<file path="config.mk">
export PLATFORM = sky130hd
export DESIGN_NAME = pipeline_hazard_ctrl_flat
export DESIGN_NICKNAME = d
export VERILOG_FILES = /design/src/rtl/pipeline_hazard_ctrl_pkg.sv /design/src/rtl/pipeline_hazard_ctrl_if.sv /design/src/rtl/pipeline_hazard_ctrl_sat_counter.sv /design/src/rtl/pipeline_hazard_ctrl.sv /design/src/flat_wrapper.sv
export SDC_FILE = /design/constraint.sdc
export NUM_CORES = 1
export LEC_CHECK = 0
export ABC_AREA = 1
export CAP_MARGIN = 0
export CELL_PAD_IN_SITES_DETAIL_PLACEMENT = 0
export CELL_PAD_IN_SITES_GLOBAL_PLACEMENT = 2
export CORE_MARGIN = 5
export CORE_UTILIZATION = 30
export DETAILED_ROUTE_END_ITERATION = 10
export GPL_ROUTABILITY_DRIVEN = 0
export GPL_TIMING_DRIVEN = 0
export PLACE_DENSITY = 0.89
export SYNTH_ARGS = -nofsm -noshare
export SYNTH_HDL_FRONTEND = slang
export SYNTH_HIERARCHICAL = 1
export SYNTH_SLANG_ARGS = --single-unit
</file>
<file path="constraint.sdc">
create_clock -name clk -period 4.1 [get_ports clk]
set_input_delay 0.615 -clock clk [delete_from_list [all_inputs] [get_ports clk]]
set_output_delay 0.615 -clock clk [all_outputs]
set_load 0.01 [all_outputs]
</file>
<file path="src/rtl/pipeline_hazard_ctrl_pkg.sv">
// Shared types and constants for the 5-stage pipeline hazard sequencer.
package pipeline_hazard_ctrl_pkg;

    localparam int unsigned XLEN  = 32;
    localparam int unsigned REG_W = 5;
    localparam int unsigned OPC_W = 6;

    localparam logic [OPC_W-1:0] OPC_J       = 6'h02;
    localparam logic [OPC_W-1:0] OPC_JAL     = 6'h03;
    localparam logic [OPC_W-1:0] OPC_BEQ     = 6'h04;
    localparam logic [OPC_W-1:0] OPC_BNE     = 6'h05;
    localparam logic [OPC_W-1:0] OPC_LB      = 6'h20;
    localparam logic [OPC_W-1:0] OPC_LW      = 6'h23;
    localparam logic [OPC_W-1:0] OPC_SB      = 6'h28;
    localparam logic [OPC_W-1:0] OPC_SW      = 6'h2b;
    localparam logic [OPC_W-1:0] FUNCT_SYSCALL = 6'h0c;

    typedef enum logic [1:0] {
        RUN      = 2'd0,
        MEM_WAIT = 2'd1,
        HALTED   = 2'd2
    } state_t;

    // A source register conflicts with any in-flight writer; $0 is never a dependency.
    function automatic logic src_hazard(
        input logic [REG_W-1:0] src,
        input logic             used,
        input logic [REG_W-1:0] ex_rd,
        input logic             ex_we,
        input logic [REG_W-1:0] mem_rd,
        input logic             mem_we,
        input logic [REG_W-1:0] wb_rd,
        input logic             wb_we
    );
        return used && (src != '0) &&
               ((ex_we && (ex_rd == src)) ||
                (mem_we && (mem_rd == src)) ||
                (wb_we && (wb_rd == src)));
    endfunction

endpackage

</file>
<file path="src/rtl/pipeline_hazard_ctrl_if.sv">
// Stage status in, pipeline control and counters out, between datapath and sequencer.
interface pipeline_hazard_ctrl_if
    import pipeline_hazard_ctrl_pkg::*;
#(
    parameter int unsigned CNT_W = 32
);
    logic [REG_W-1:0] id_rs_num;
    logic [REG_W-1:0] id_rt_num;
    logic             id_uses_rs;
    logic             id_uses_rt;
    logic [REG_W-1:0] ex_rd_num;
    logic             ex_reg_we;
    logic [REG_W-1:0] mem_rd_num;
    logic             mem_reg_we;
    logic [REG_W-1:0] wb_rd_num;
    logic             wb_reg_we;
    logic             mem_is_load;
    logic             mem_is_store;
    logic             mem_ready;
    logic             redirect_mem;
    logic             halt_req;

    logic             pc_we;
    logic             hold_front;
    logic             bubble_ex;
    logic             flush_front;
    logic             freeze_all;
    logic             mem_req;
    logic             halted;
    logic             mem_timeout;
    logic [CNT_W-1:0] stall_cycles;
    logic [CNT_W-1:0] flush_count;

    modport master (
        output id_rs_num, id_rt_num, id_uses_rs, id_uses_rt,
               ex_rd_num, ex_reg_we, mem_rd_num, mem_reg_we, wb_rd_num, wb_reg_we,
               mem_is_load, mem_is_store, mem_ready, redirect_mem, halt_req,
        input  pc_we, hold_front, bubble_ex, flush_front, freeze_all, mem_req,
               halted, mem_timeout, stall_cycles, flush_count
    );

    modport slave (
        input  id_rs_num, id_rt_num, id_uses_rs, id_uses_rt,
               ex_rd_num, ex_reg_we, mem_rd_num, mem_reg_we, wb_rd_num, wb_reg_we,
               mem_is_load, mem_is_store, mem_ready, redirect_mem, halt_req,
        output pc_we, hold_front, bubble_ex, flush_front, freeze_all, mem_req,
               halted, mem_timeout, stall_cycles, flush_count
    );

endinterface

</file>
<file path="src/rtl/pipeline_hazard_ctrl_sat_counter.sv">
// Up-counter that sticks at all-ones instead of wrapping.
module sat_counter #(
    parameter int unsigned W = 32
) (
    input  logic         clk,
    input  logic         rst,
    input  logic         inc,
    input  logic         clr,
    output logic [W-1:0] q
);

    always_ff @(posedge clk or posedge rst) begin
        if (rst) begin
            q <= '0;
        end else if (clr) begin
            q <= '0;
        end else if (inc && (q != '1)) begin
            q <= q + W'(1);
        end
    end

endmodule

</file>
<file path="src/rtl/pipeline_hazard_ctrl.sv">
// Stall/flush/freeze sequencer for a non-forwarding 5-stage MIPS pipeline.
module pipeline_hazard_ctrl
    import pipeline_hazard_ctrl_pkg::*;
#(
    parameter int unsigned CNT_W    = 32,
    parameter int unsigned MAX_WAIT = 64
) (
    input  logic                 clk,
    input  logic                 rst_b,
    pipeline_hazard_ctrl_if.slave bus
);

    localparam int unsigned WAIT_W = (MAX_WAIT > 1) ? $clog2(MAX_WAIT) : 1;
    localparam logic [WAIT_W-1:0] WAIT_LAST = WAIT_W'(MAX_WAIT - 1);

    state_t            state;
    state_t            state_nx;
    logic [WAIT_W-1:0] wait_cnt;
    logic [WAIT_W-1:0] wait_cnt_nx;
    logic              timeout_q;
    logic              timeout_hit;

    logic              raw_hz;
    logic              mem_acc;
    logic              pc_we;
    logic              hold_front;
    logic              bubble_ex;
    logic              flush_front;
    logic              freeze_all;
    logic              mem_req;
    logic              halted;
    logic              stall_inc;
    logic              flush_inc;
    logic [CNT_W-1:0]  stall_q;
    logic [CNT_W-1:0]  flush_q;

    assign raw_hz =
        src_hazard(bus.id_rs_num, bus.id_uses_rs, bus.ex_rd_num, bus.ex_reg_we,
                   bus.mem_rd_num, bus.mem_reg_we, bus.wb_rd_num, bus.wb_reg_we) |
        src_hazard(bus.id_rt_num, bus.id_uses_rt, bus.ex_rd_num, bus.ex_reg_we,
                   bus.mem_rd_num, bus.mem_reg_we, bus.wb_rd_num, bus.wb_reg_we);

    assign mem_acc = bus.mem_is_load | bus.mem_is_store;

    // Priority chain: HALTED > freeze > halt_req > redirect > raw hazard > advance.
    always_comb begin
        state_nx    = state;
        wait_cnt_nx = '0;
        timeout_hit = 1'b0;
        pc_we       = 1'b1;
        hold_front  = 1'b0;
        bubble_ex   = 1'b0;
        flush_front = 1'b0;
        freeze_all  = 1'b0;
        mem_req     = 1'b0;
        halted      = 1'b0;
        stall_inc   = 1'b0;
        flush_inc   = 1'b0;

        if (rst_b) begin
            state_nx = RUN;
        end else if (state == HALTED) begin
            pc_we      = 1'b0;
            freeze_all = 1'b1;
            halted     = 1'b1;
        end else begin
            mem_req = mem_acc;
            if (mem_acc && !bus.mem_ready) begin
                pc_we      = 1'b0;
                freeze_all = 1'b1;
                if (state == RUN) begin
                    state_nx = MEM_WAIT;
                end else if (wait_cnt == WAIT_LAST) begin
                    timeout_hit = 1'b1;
                    state_nx    = HALTED;
                end else begin
                    wait_cnt_nx = wait_cnt + WAIT_W'(1);
                end
            end else if (bus.halt_req) begin
                pc_we      = 1'b0;
                freeze_all = 1'b1;
                state_nx   = HALTED;
            end else begin
                state_nx = RUN;
                if (bus.redirect_mem) begin
                    flush_front = 1'b1;
                    flush_inc   = 1'b1;
                end else if (raw_hz) begin
                    pc_we      = 1'b0;
                    hold_front = 1'b1;
                    bubble_ex  = 1'b1;
                end
            end
            stall_inc = !pc_we && (state_nx != HALTED);
        end
    end

    always_ff @(posedge clk or posedge rst_b) begin
        if (rst_b) begin
            state     <= RUN;
            wait_cnt  <= '0;
            timeout_q <= 1'b0;
        end else begin
            state    <= state_nx;
            wait_cnt <= wait_cnt_nx;
            if (timeout_hit) begin
                timeout_q <= 1'b1;
            end
        end
    end

    sat_counter #(.W(CNT_W)) u_stall_cnt (
        .clk (clk),
        .rst (rst_b),
        .inc (stall_inc),
        .clr (1'b0),
        .q   (stall_q)
    );

    sat_counter #(.W(CNT_W)) u_flush_cnt (
        .clk (clk),
        .rst (rst_b),
        .inc (flush_inc),
        .clr (1'b0),
        .q   (flush_q)
    );

    assign bus.pc_we        = pc_we;
    assign bus.hold_front   = hold_front;
    assign bus.bubble_ex    = bubble_ex;
    assign bus.flush_front  = flush_front;
    assign bus.freeze_all   = freeze_all;
    assign bus.mem_req      = mem_req;
    assign bus.halted       = halted;
    assign bus.mem_timeout  = timeout_q;
    assign bus.stall_cycles = stall_q;
    assign bus.flush_count  = flush_q;

endmodule

</file>
<file path="src/flat_wrapper.sv">
// flat-port wrapper written by rule: the top's interface ports become plain ports
module pipeline_hazard_ctrl_flat import pipeline_hazard_ctrl_pkg::*;
#(
    parameter int unsigned CNT_W    = 32,
    parameter int unsigned MAX_WAIT = 64
)
  (clk, rst_b, bus_id_rs_num, bus_id_rt_num, bus_id_uses_rs, bus_id_uses_rt, bus_ex_rd_num, bus_ex_reg_we, bus_mem_rd_num, bus_mem_reg_we, bus_wb_rd_num, bus_wb_reg_we, bus_mem_is_load, bus_mem_is_store, bus_mem_ready, bus_redirect_mem, bus_halt_req, bus_pc_we, bus_hold_front, bus_bubble_ex, bus_flush_front, bus_freeze_all, bus_mem_req, bus_halted, bus_mem_timeout, bus_stall_cycles, bus_flush_count);
  pipeline_hazard_ctrl_if #(.CNT_W(CNT_W)) bus_i ();
  input  logic clk;
  input  logic rst_b;
  input wire logic [$bits(bus_i.id_rs_num)-1:0] bus_id_rs_num;
  input wire logic [$bits(bus_i.id_rt_num)-1:0] bus_id_rt_num;
  input wire logic [$bits(bus_i.id_uses_rs)-1:0] bus_id_uses_rs;
  input wire logic [$bits(bus_i.id_uses_rt)-1:0] bus_id_uses_rt;
  input wire logic [$bits(bus_i.ex_rd_num)-1:0] bus_ex_rd_num;
  input wire logic [$bits(bus_i.ex_reg_we)-1:0] bus_ex_reg_we;
  input wire logic [$bits(bus_i.mem_rd_num)-1:0] bus_mem_rd_num;
  input wire logic [$bits(bus_i.mem_reg_we)-1:0] bus_mem_reg_we;
  input wire logic [$bits(bus_i.wb_rd_num)-1:0] bus_wb_rd_num;
  input wire logic [$bits(bus_i.wb_reg_we)-1:0] bus_wb_reg_we;
  input wire logic [$bits(bus_i.mem_is_load)-1:0] bus_mem_is_load;
  input wire logic [$bits(bus_i.mem_is_store)-1:0] bus_mem_is_store;
  input wire logic [$bits(bus_i.mem_ready)-1:0] bus_mem_ready;
  input wire logic [$bits(bus_i.redirect_mem)-1:0] bus_redirect_mem;
  input wire logic [$bits(bus_i.halt_req)-1:0] bus_halt_req;
  output wire logic [$bits(bus_i.pc_we)-1:0] bus_pc_we;
  output wire logic [$bits(bus_i.hold_front)-1:0] bus_hold_front;
  output wire logic [$bits(bus_i.bubble_ex)-1:0] bus_bubble_ex;
  output wire logic [$bits(bus_i.flush_front)-1:0] bus_flush_front;
  output wire logic [$bits(bus_i.freeze_all)-1:0] bus_freeze_all;
  output wire logic [$bits(bus_i.mem_req)-1:0] bus_mem_req;
  output wire logic [$bits(bus_i.halted)-1:0] bus_halted;
  output wire logic [$bits(bus_i.mem_timeout)-1:0] bus_mem_timeout;
  output wire logic [$bits(bus_i.stall_cycles)-1:0] bus_stall_cycles;
  output wire logic [$bits(bus_i.flush_count)-1:0] bus_flush_count;
  assign bus_i.id_rs_num = bus_id_rs_num;
  assign bus_i.id_rt_num = bus_id_rt_num;
  assign bus_i.id_uses_rs = bus_id_uses_rs;
  assign bus_i.id_uses_rt = bus_id_uses_rt;
  assign bus_i.ex_rd_num = bus_ex_rd_num;
  assign bus_i.ex_reg_we = bus_ex_reg_we;
  assign bus_i.mem_rd_num = bus_mem_rd_num;
  assign bus_i.mem_reg_we = bus_mem_reg_we;
  assign bus_i.wb_rd_num = bus_wb_rd_num;
  assign bus_i.wb_reg_we = bus_wb_reg_we;
  assign bus_i.mem_is_load = bus_mem_is_load;
  assign bus_i.mem_is_store = bus_mem_is_store;
  assign bus_i.mem_ready = bus_mem_ready;
  assign bus_i.redirect_mem = bus_redirect_mem;
  assign bus_i.halt_req = bus_halt_req;
  assign bus_pc_we = bus_i.pc_we;
  assign bus_hold_front = bus_i.hold_front;
  assign bus_bubble_ex = bus_i.bubble_ex;
  assign bus_flush_front = bus_i.flush_front;
  assign bus_freeze_all = bus_i.freeze_all;
  assign bus_mem_req = bus_i.mem_req;
  assign bus_halted = bus_i.halted;
  assign bus_mem_timeout = bus_i.mem_timeout;
  assign bus_stall_cycles = bus_i.stall_cycles;
  assign bus_flush_count = bus_i.flush_count;
  pipeline_hazard_ctrl #(.CNT_W(CNT_W), .MAX_WAIT(MAX_WAIT)) u_core (.clk(clk), .rst_b(rst_b), .bus(bus_i));
endmodule
</file>
# Word level (Yosys, flattened, before mapping)
# Index checks and enable logic that the tools add are counted.
op_classes:
  eq_ne: 12
  addsub: 3
  n_reduce_logical: 23
  bitwise: 2
  muxes: 47
op_table:
  columns: ["cell", "n"]
  rows:
  - ["$add 32x1->32 const B", 2]
  - ["$ne 32x32->1 const B", 2]
  - ["$mux 1", 34]
  - ["$eq 5x5->1", 6]
  - ["$mux 6", 5]
  - ["$mux 2", 8]
  - ["$logic_and 1x1->1", 14]
  - ["$reduce_bool 5->1", 2]
  - ["$add 6x1->6 const B", 1]
  - ["$eq 6x6->1 const B", 1]
  - ["$logic_or 1x1->1", 4]
  - ["$ne 2x2->1 const B", 2]
  - ["$eq 2x2->1 const B", 1]
  - ["$logic_not 1->1", 2]
  - ["$logic_not 2->1", 1]
  - ["$or 1x1->1", 2]
word_totals:
  elab_cells: 92
  inputBits: 37
  output_inout_bits: 72
  ff_bits: 73

# Logic depth before layout (Yosys ltp)
# Gate-level depths: netlist of run 1.
depth:
  depth_word: 17
  mapped_depth: 16
  ltp_nobuf: 15

# Hierarchy
# Netlist of run 1, hierarchy kept.
modules_own_cells:
  columns: ["mod", "area_per_inst_um2", "cells_per_inst", "instances", "seq_area_each_um2"]
  rows:
  - ["sat_counter", 2274.7, 360, 2, 800.8]
  - ["pipeline_hazard_ctrl", 1094.8, 211, 1, 225.2]

# Least setup slack after synthesis of run 1
# Ideal clock, no wire load.
synth_path:
  path_kind: "input to register"
  from: "input port bus_mem_is_store"
  to: "register u_core.u_flush_cnt.q[28]"
  slack_ps: 1867
  required_time_ps: 4035
  cell_stages: 10
  t_arrival_ps: 2168
  setup_ps: 65
  n_path_buf: 1
  cell_sequence: "nor2_2 -> nor2_4 -> nor2_1 -> nand2_1 -> nor2_1 -> inv_1 -> a21oi_1 -> buf_2 -> nand4_1 -> nand2_1"
synth_via:
  elab_chain_cells: 6
synth_rtl:
  columns: ["element", "line", "text"]
  rows:
  - ["start, declared", "flat_wrapper.sv:22", "input wire logic [$bits(bus_i.mem_is_store)-1:0] bus_mem_is_store;"]
  - ["$or 1x1->1", "pipeline_hazard_ctrl.sv:43", "assign mem_acc = bus.mem_is_load | bus.mem_is_store;"]
  - ["$logic_and 1x1->1", "pipeline_hazard_ctrl.sv:68", "if (mem_acc && !bus.mem_ready) begin"]
  - ["$mux 1 (3 in series)", null, null]
  - ["net bus_flush_front", "flat_wrapper.sv:29", "output wire logic [$bits(bus_i.flush_front)-1:0] bus_flush_front;"]
  - ["$logic_and 1x1->1", "pipeline_hazard_ctrl_sat_counter.sv:17", "end else if (inc && (q != '1)) begin"]
  - ["end signal, assigned", "pipeline_hazard_ctrl_sat_counter.sv:18", "q <= q + W'(1);"]
  - ["end, declared", "pipeline_hazard_ctrl_sat_counter.sv:9", "output logic [W-1:0] q"]
# The timed path passes the listed nets, and every way through them passes these cells.
# A chain may end at the register's enable or synchronous reset.

# Final worst setup path of run 1
layout_path:
  from: "input port bus_id_rs_num[4]"
  to: "output port bus_hold_front"
layout_via:
  elab_chain_cells: 12
  word_cells_on_any_way: 18
  classes_between: "eq/ne (3); mux (6); bitwise (1); reduce/logical (8)"
layout_rtl:
  columns: ["element", "line", "text"]
  rows:
  - ["start, declared", "flat_wrapper.sv:11", "input wire logic [$bits(bus_i.id_rs_num)-1:0] bus_id_rs_num;"]
  - ["$eq 5x5->1 (on tied branches)", "pipeline_hazard_ctrl_pkg.sv:36, pipeline_hazard_ctrl_pkg.sv:37", null]
  - ["$logic_and 1x1->1 (on tied branches)", "pipeline_hazard_ctrl_pkg.sv:36, pipeline_hazard_ctrl_pkg.sv:37", null]
  - ["$logic_or 1x1->1", "pipeline_hazard_ctrl_pkg.sv:36", "((ex_we && (ex_rd == src)) ||"]
  - ["$logic_or 1x1->1", "pipeline_hazard_ctrl_pkg.sv:37", "(mem_we && (mem_rd == src)) ||"]
  - ["$logic_and 1x1->1 *", "pipeline_hazard_ctrl_pkg.sv:35", "return used && (src != '0) &&"]
  - ["$or 1x1->1 *", "pipeline_hazard_ctrl.sv:39", "bus.mem_rd_num, bus.mem_reg_we, bus.wb_rd_num, bus.wb_reg_we) |"]
  - ["$mux 1 *", "pipeline_hazard_ctrl.sv:88", "end else if (raw_hz) begin"]
  - ["$mux 1 *", "pipeline_hazard_ctrl.sv:85", "if (bus.redirect_mem) begin"]
  - ["$mux 1 *", "pipeline_hazard_ctrl.sv:79", "end else if (bus.halt_req) begin"]
  - ["$mux 1 *", "pipeline_hazard_ctrl.sv:68", null]
  - ["$mux 1 *", "pipeline_hazard_ctrl.sv:62", "end else if (state == HALTED) begin"]
  - ["$mux 1 *", "pipeline_hazard_ctrl.sv:60", "if (rst_b) begin"]
  - ["end, declared", "flat_wrapper.sv:27", "output wire logic [$bits(bus_i.hold_front)-1:0] bus_hold_front;"]
# Every way passes the cells marked *; elsewhere a longest branch is shown, timed or not.

==> results of run 1 <==
stage by stage:
step	instance area [um^2]	setup slack (ns)	hold slack (ns)	total power, W	util
finish	7360	0.710	0.454	0.00170	0.395
detailed placement	7080	0.511	0.451	0.000948	0.380
floorplan	5660	1.87	0.430	0.000851	-
global placement	7040	0.496	0.443	0.000944	0.377
global route	7360	0.535	0.495	0.00178	0.395
CTS	7360	0.677	0.459	0.00173	0.395
cell families (layout without fill, tap and decap cells):
kind of cell	Yosys count	count (layout)
buffers and inverters	128	254
xor gates and xnor gates	10	10
AOI/OAI and AO/OA	54	54
and+or+nand+nor	662	662
adders and majority gates	3	3
DFF	73	73
other	1	6
layout make-up:
type                       instances  area [um^2]
sequential                        73         1830
timing repair buffer             110         1130
clock inverter                     6         41.3
multi-input combinational        735         3310
fill                            2040        11300
buffer                            17          113
inverter                         111          417
tap                              234          293
clock buffer                      10          239
cell usage after synthesis, drive strengths merged:
cell    count  area (um^2)
or2         3         21.3
a21oi       7         38.8
o21ai      41          228
nor3        4         20.0
xnor2       3         26.3
xor2        7         61.3
and2        4         25.0
conb        1         3.75
buf        11         90.1
clkinv      2         7.51
nand4      22          138
inv       109          409
nand3      71          355
o21bai      5         37.5
nand3b      2         15.0
nor3b       2         25.0
ha          3         37.5
clkbuf      6         22.5
dfrtp      73         1830
nand2     390         1540
a31oi       1         6.26
nor2      164          706
power groups by stage:
| stage | logic (W) | registers, W | clock network (W) |
|---|---|---|---|
| final | 0.000212 | 0.000726 | 0.000760 |
| after global routing | 0.000237 | 0.000726 | 0.000819 |
| after CTS | 0.000210 | 0.000726 | 0.000790 |
| after detailed placement | 0.000209 | 0.000740 | 0 |
| after global placement | 0.000204 | 0.000740 | 0 |
| after floorplan | 0.000111 | 0.000740 | 0 |
worst max path at each step:
stage / to / slack [ns]
2_1_floorplan: u_core/u_flush_cnt/q[28] / 1.87
3_3_place_gp: u_core/u_stall_cnt/q[31] / 0.50
3_5_place_dp: u_core/u_stall_cnt/q[25] / 0.51
4_1_cts: bus_hold_front / 0.68
5_1_grt: bus_hold_front / 0.54
6_report: bus_hold_front / 0.71
state kept, by name, summed over array words and instances (netlist names):
register and cells:
u_core/u_stall_cnt/q 32, u_core/bus.mem_timeout 1, u_core/u_flush_cnt/q 32, u_core/state 2
u_core/wait_cnt 6
metal layers:
layer / global-route usage / share of wire / wire, um / vias up
met4: 0.0405 / 0.0094 / 171 / 0
met5: 0 / 0 / 0 / -
met3: 0.0315 / 0.039 / 717 / 9
met2: 0.279 / 0.48 / 8730 / 100
li1: - / - / - / 3137
met1: 0.228 / 0.47 / 8560 / 2724
==> results.txt, run 1 <==
----------------------------------------------------
[Synthesis]
  Multiplexer share of the synthesized area ... 0
  Synthesized-area fraction occupied by adder cells ... 0.00665
  Syn avg cell area ... around 6.1 um^2
  FF+latch count, synth ... 73
  Synthesized area ... 5640 um^2
  Post-synthesis share of cell area spent on and, or, nand and nor gates ... 0.505
  Compound-Gate Fraction of Synth Area ... 0.0550
  Synth Warn # ... 6
  Post-synthesis sequential area ratio ... 0.324
  Synthesized instance count ... 931
  Count of different cell masters after synthesis ... 35
  Fraction of synthesized cell area in xor and xnor cells ... 0.0155
  Main combinational cell family by area after synthesis ... simple AND/OR/NAND/NOR gates

[Layout]
  P&R area growth vs syn ... 30.5%
  Most common cell after layout, fill and taps aside ... nand2_1
  Number of nets at the end of the flow ... ~1100
  Fraction of final layout cells with drive strength greater than 1 ... 0.0800
  Antenna Cells ... 0
  Non-filler cells in the finished layout ... approximately 1300
  Leading cell types in the layout, fill and taps excluded ... nand2_1 (374), nor2_1 (145), clkdlybuf4s50_1 (108)

[Timing]
  Peak Freq ... about 0.3 GHz
  Actual slew at the worst max-slew pin ... between 0.8 and 0.9 ns
  Setup repair after global routing missed its margin ... no
  Max-slew headroom ... 0.440
  Endpoints failing setup ... 0
  Final worst path period share ... 0.827
  Hold violation total from the final report ... 0
  Final TNS setup ... 0 ns
  Setup skew after layout ... about 0.011 ns
  Final worst path period need ... between 3 and 4 ns
  Final Slew Violations ... 0

[Power and ir drop]
  Cell-internal power ... about 0.0012 W
  Gate power share ... 0.125
  Total net switching power ... ~0.00047 W
  VDD IR max ... about 0.00018 V
  Clock power share ... 0.448
  Sw frac ... 0.275
  Static leakage ... 3.41 nW
  Power per Cell Area ... 231 nW/um^2
  Part of the total power dissipated in sequential elements ... 0.428

[Detailed routing]
  Total wire length after detailed routing ... 18200 um
  Drt initial violations ... 319
  Number of detailed-routing iterations run before antenna repair ... 4
  Remaining design rule violation count ... 0
  Remaining number of nets flagged by the antenna check after routing ... 0
  Final routed wire length divided by cell count ... roughly 14 um
  Vias ... 5970
  Via-to-Cell Ratio ... roughly 4.6

[Setup path]
  Startpoint of the most critical register-to-register path ... u_core/wait_cnt[0]
  Setup slack, reg-to-reg ... between 1 and 1.5 ns
  Startpoint of the most critical setup path ... bus_id_rs_num[4]
  Crit-path cells ... clkdlybuf4s50_1, inv_2, nand2_1, nand2_1, nor2_1, nand3_1, nand3_1, nand2_1, nand2_2, nand2_2, nor2_1, buf_4, clkdlybuf4s50_1
  Setup crit end kind ... output port
  Combined buffer and inverter count along the critical path ... 4
  Largest fanout on the critical path ... 5
  Startpoint type of the worst setup path ... input port
  Top delay family on crit path ... buffers and inverters
  Critical-path cell with the highest stage delay ... clkdlybuf4s50_1
  Data arrival time of the critical path ... roughly 2.8 ns
  Cell mode on critical path ... nand2_1
  Number of cells traversed by the worst register-to-register path ... 15
  Number of cells on the critical path ... 13
  Worst reg2reg path endpoint ... u_core/u_stall_cnt/q[25]
  Required time of the worst setup path ... ~3.5 ns
  Worst setup path class ... in -> out
  Slowest Stage Delay on Critical Path ... 0.61 ns

[Clocking]
  Clock buffer depth ... 2
  Number of sinks driven by the clock tree ... 73
  Clock Pin Slew Worst Setup and Hold Paths ... approximately 0.060 ns
  Clock Latency Late Sink ... 0.34 ns
  Post-cts resize count ... 0
  Root Buffer Master ... clkbuf_16
  Hold-fix buffers at CTS ... 0
  Cts bufs inserted ... 9
  H-tree depth reported by CTS ... 3
  Clock tree from TritonCTS ... built
  Setup fix buffers added after clock tree synthesis ... 0

[Outcome]
  Outcome ... complete, no violations

[Placement]
  Count of input and output buffers ... 108
  Number of placed instances with taps included ... 1280
  Total half-perimeter wirelength after legalization and detailed placement ... 14200 um

[Floorplanning]
  Top-level I/O count ... between 100 and 150
  Horiz. Die Dim ... 147 um
  Site row count ... 50
  Floorplan core area ... roughly 19000 um^2
  Die height ... 147 um
  Starting utilization of the core area ... 0.303
  Full die area ... 21700 um^2

[GRT]
  Number of antenna violations at the first check in global routing ... 0
  Largest net degree at the start of global routing ... 22
  Leftover overflow at the end of global routing ... 0
  Global-route wire length before repair ... between 20000 and 30000 um
  Via count of the first global-routing pass ... 5592
  Overall fraction of global-route tracks in use ... 0.169

[Worst hold path]
  Terminating pin of the worst hold path ... u_core/wait_cnt[0]
  Worst hold path startpoint ... u_core/wait_cnt[0]
  Hold/Removal Path Class ... reg -> reg
  Cells on Worst Hold Path ... 1

[Run]
  Maximum Capacitance Violations ... 0

----------------------------------------------------
Power figures use the tool's default switching activity.
==> run 2: changes to the inputs <==
Settings changed: CORE_UTILIZATION 30 to 27, PLACE_DENSITY 0.89 to 0.82.
Clock period 4.1 ns to 3.35 ns, I/O delays scaled along.
==> run 2 against run 1 <==
Hold slack better by 0.011 ns. Die area increased by 10%. Total power rose by 28%. Clock power up 33%. Register-to-register slack worse by 0.62 ns. Final cell count increased by 2.7%. Clock-buffer cell count up 2. Critical path type unchanged. Non-clock buffer count shrank 1. Design area rose by 0.71%. Sequential power increased by 23%.
==> results.txt, run 2 (same netlist as run 1, synthesis figures left out) <==
----------------------------------------------------
[Outcome]
  Outcome ... complete, no violations

[Layout]
  Antenna Cells ... 0 (unchanged)
  Fill cell instance count of the final layout ... 2264 (+11%)
  P&R area growth vs syn ... 31.4%
  Utilization after layout ... 0.363 (-0.0320)
  Fraction of final layout cells with drive strength greater than 1 ... 0.0792 (-0.000867)
  Most common cell after layout, fill and taps aside ... nand2_1
  Number of nets at the end of the flow ... 1096 (-0.091%)
  Top Registers ... u_core/u_flush_cnt/q: 32 flops, u_core/u_stall_cnt/q: 32 flops, u_core/wait_cnt: 6 flops
  Leading cell types in the layout, fill and taps excluded ... nand2_1 (374), nor2_1 (145), clkdlybuf4s50_1 (108)

[Setup path]
  Crit-path cells ... clkdlybuf4s50_1, inv_2, nand2_1, nand2_1, nor2_1, nand3_1, nand3_1, nand2_1, nand2_2, nand2_2, nor2_1, buf_4, clkdlybuf4s50_1
  Cell mode on critical path ... nand2_1
  Data arrival time of the critical path ... 2.61 ns (-0.17 ns)
  Critical-path cell with the highest stage delay ... clkdlybuf4s50_1
  Number of cells traversed by the worst register-to-register path ... 15 (unchanged)
  Startpoint of the most critical register-to-register path ... u_core/wait_cnt[0]
  Worst reg2reg path endpoint ... u_core/u_stall_cnt/q[30]
  Slowest Stage Delay on Critical Path ... 0.58 ns (-0.03 ns)
  Setup crit end kind ... output port
  Largest fanout on the critical path ... 4 (-1)
  Required time of the worst setup path ... 2.85 ns (-0.63 ns)
  Setup slack, reg-to-reg ... 0.71 ns (-0.62 ns)
  Startpoint type of the worst setup path ... input port
  Worst setup path class ... in -> out

[Timing]
  Final Slew Violations ... 0 (unchanged)
  Worst hold margin ... 0.465 ns (+0.0109 ns)
  Setup repair after global routing missed its margin ... no
  Endpoints failing setup ... 0 (unchanged)
  Setup skew after layout ... 0.00839 ns (-0.00291 ns)
  Final TNS setup ... 0 ns (unchanged)
  Final worst path period share ... 0.928
  Hold violation total from the final report ... 0 (unchanged)
  Actual slew at the worst max-slew pin ... 0.749 ns (-0.0914 ns)
  Peak Freq ... between 0.3 and 0.4 GHz
  Final worst path period need ... between 3 and 4 ns
  Max-slew headroom ... 0.500 (+0.0602)

[Detailed routing]
  Total wire length after detailed routing ... 18900 um (+3.7%)
  Final routed wire length divided by cell count ... 14.2 um (+1.0%)
  Drt initial violations ... 288 (-9.7%)
  Remaining design rule violation count ... 0 (unchanged)
  Remaining number of nets flagged by the antenna check after routing ... 0 (unchanged)
  Vias ... 6006 (+0.60%)
  Number of detailed-routing iterations run before antenna repair ... 5 (+1)
  Via-to-Cell Ratio ... 4.51 (-2.0%)

[Clocking]
  Root Buffer Master ... clkbuf_16
  Clock tree from TritonCTS ... built
  H-tree depth reported by CTS ... 3 (unchanged)
  Setup fix buffers added after clock tree synthesis ... 0 (unchanged)
  Clock buffer depth ... 2 (unchanged)
  Hold-fix buffers at CTS ... 0 (unchanged)
  Post-cts resize count ... 0 (unchanged)
  Number of sinks driven by the clock tree ... 73 (unchanged)
  Clock Latency Late Sink ... 0.34 ns (about the same)
  Cts bufs inserted ... 9 (unchanged)
  Clock Pin Slew Worst Setup and Hold Paths ... 0.06 ns (about the same)

[Floorplanning]
  Horiz. Die Dim ... 155 um (+5.0%)
  Starting utilization of the core area ... 0.276 (-0.0265)
  Site row count ... 52 (+4.0%)
  Top-level I/O count ... 109 (unchanged)
  Floorplan core area ... 20400 um^2 (+9.6%)
  Full die area ... 23900 um^2 (+10%)
  Die height ... 155 um (+5.0%)

[Worst hold path]
  Terminating pin of the worst hold path ... u_core/wait_cnt[0]
  Hold/Removal Path Class ... reg -> reg
  Worst hold path startpoint ... u_core/wait_cnt[0]
  Cells on Worst Hold Path ... 1 (unchanged)

[Run]
  Maximum Capacitance Violations ... 0 (unchanged)

[Power and ir drop]
  Post-layout total power ... 0.00217 W (+28%)
  Power per Cell Area ... 292 nW/um^2 (+27%)
  Static leakage ... 3.42 nW (+0.22%)
  VDD IR max ... 0.000236 V (+29%)

[Placement]
  Total half-perimeter wirelength after legalization and detailed placement ... 14700 um (+3.7%)
  Count of input and output buffers ... 108 (unchanged)

[GRT]
  Overall fraction of global-route tracks in use ... 0.160 (-0.00828)
  Number of antenna violations at the first check in global routing ... 0 (unchanged)
  Leftover overflow at the end of global routing ... 0 (unchanged)
  Via count of the first global-routing pass ... 5781 (+3.4%)
  Global-route wire length before repair ... 30900 um (+4.8%)
  Largest net degree at the start of global routing ... 33 (+50%)

----------------------------------------------------
==> run 2: cell count changes in the layout (fill, tap and decap cells not counted) <==
cell        before  now
inv_1          100   99
inv_6            1    0
clkbuf_1         6    7
buf_12           1    0
bufinv_16        0    1
clkbuf_8         1    2
clkinv_4         0    1
inv_2            9   10
clkinv_2         2    1
clkinvlp_4       3    1
==> run 2: worst max path at each step <==
stage	from	end	cells past startpoint	slack, ns
after floorplan	bus_mem_is_store	u_core/u_flush_cnt/q[28]	10	1.23
after global placement	bus_id_rs_num[1]	u_core/u_stall_cnt/q[25]	16	0.003
after detailed placement	bus_id_rt_num[4]	u_core/u_stall_cnt/q[30]	16	0.003
after CTS	bus_id_rt_num[4]	bus_hold_front	13	0.22
after global routing	bus_id_rs_num[1]	bus_hold_front	13	0.08
final	bus_id_rt_num[4]	bus_hold_front	13	0.24
==> run 2: area by class of cell <==
type / count / area [um^2] / area share
Clock inverter: 4 / 51.3 / 0.00692
Buffer: 17 / 113 / 0.0152
Timing Repair Buffer: 109 / 1110 / 0.149
Multi-Input combinational cell: 735 / 3310 / 0.446
Tap cell: 270 / 338 / 0.0455
Inverter: 111 / 417 / 0.0562
Clock buffer: 12 / 256 / 0.0346
Sequential cell: 73 / 1830 / 0.246
==> run 2: per-stage QoR <==
stage	worst slack (ns)	std cells	cell area, um^2
floorplan	1.23	936	5660
global placement	0.00260	1314	7080
detailed placement	0.00276	1315	7110
CTS	0.216	1331	7420
global route	0.0784	1331	7420
finish	0.240	1331	7420
==> run 2: layer usage <==
layer	track usage	up-vias	wire [um]
li1	-	3126	-
met1	0.215	2777	8970
met2	0.274	92	9100
met3	0.0263	11	611
met4	0.0328	0	177
met5	0	-	0
==> run 2: power breakdown <==
part	switching, W	total, W	internal [W]
clock	0.000396	0.00101	0.000618
sequential	0.00000414	0.000890	0.000886
combinational	0.000163	0.000261	0.0000978
==> run 2: worst max-delay path, delay by kind of cell <==
kind,cells,cell delay [ns]
simple gates,9,0.76
buf+inv,4,1.32
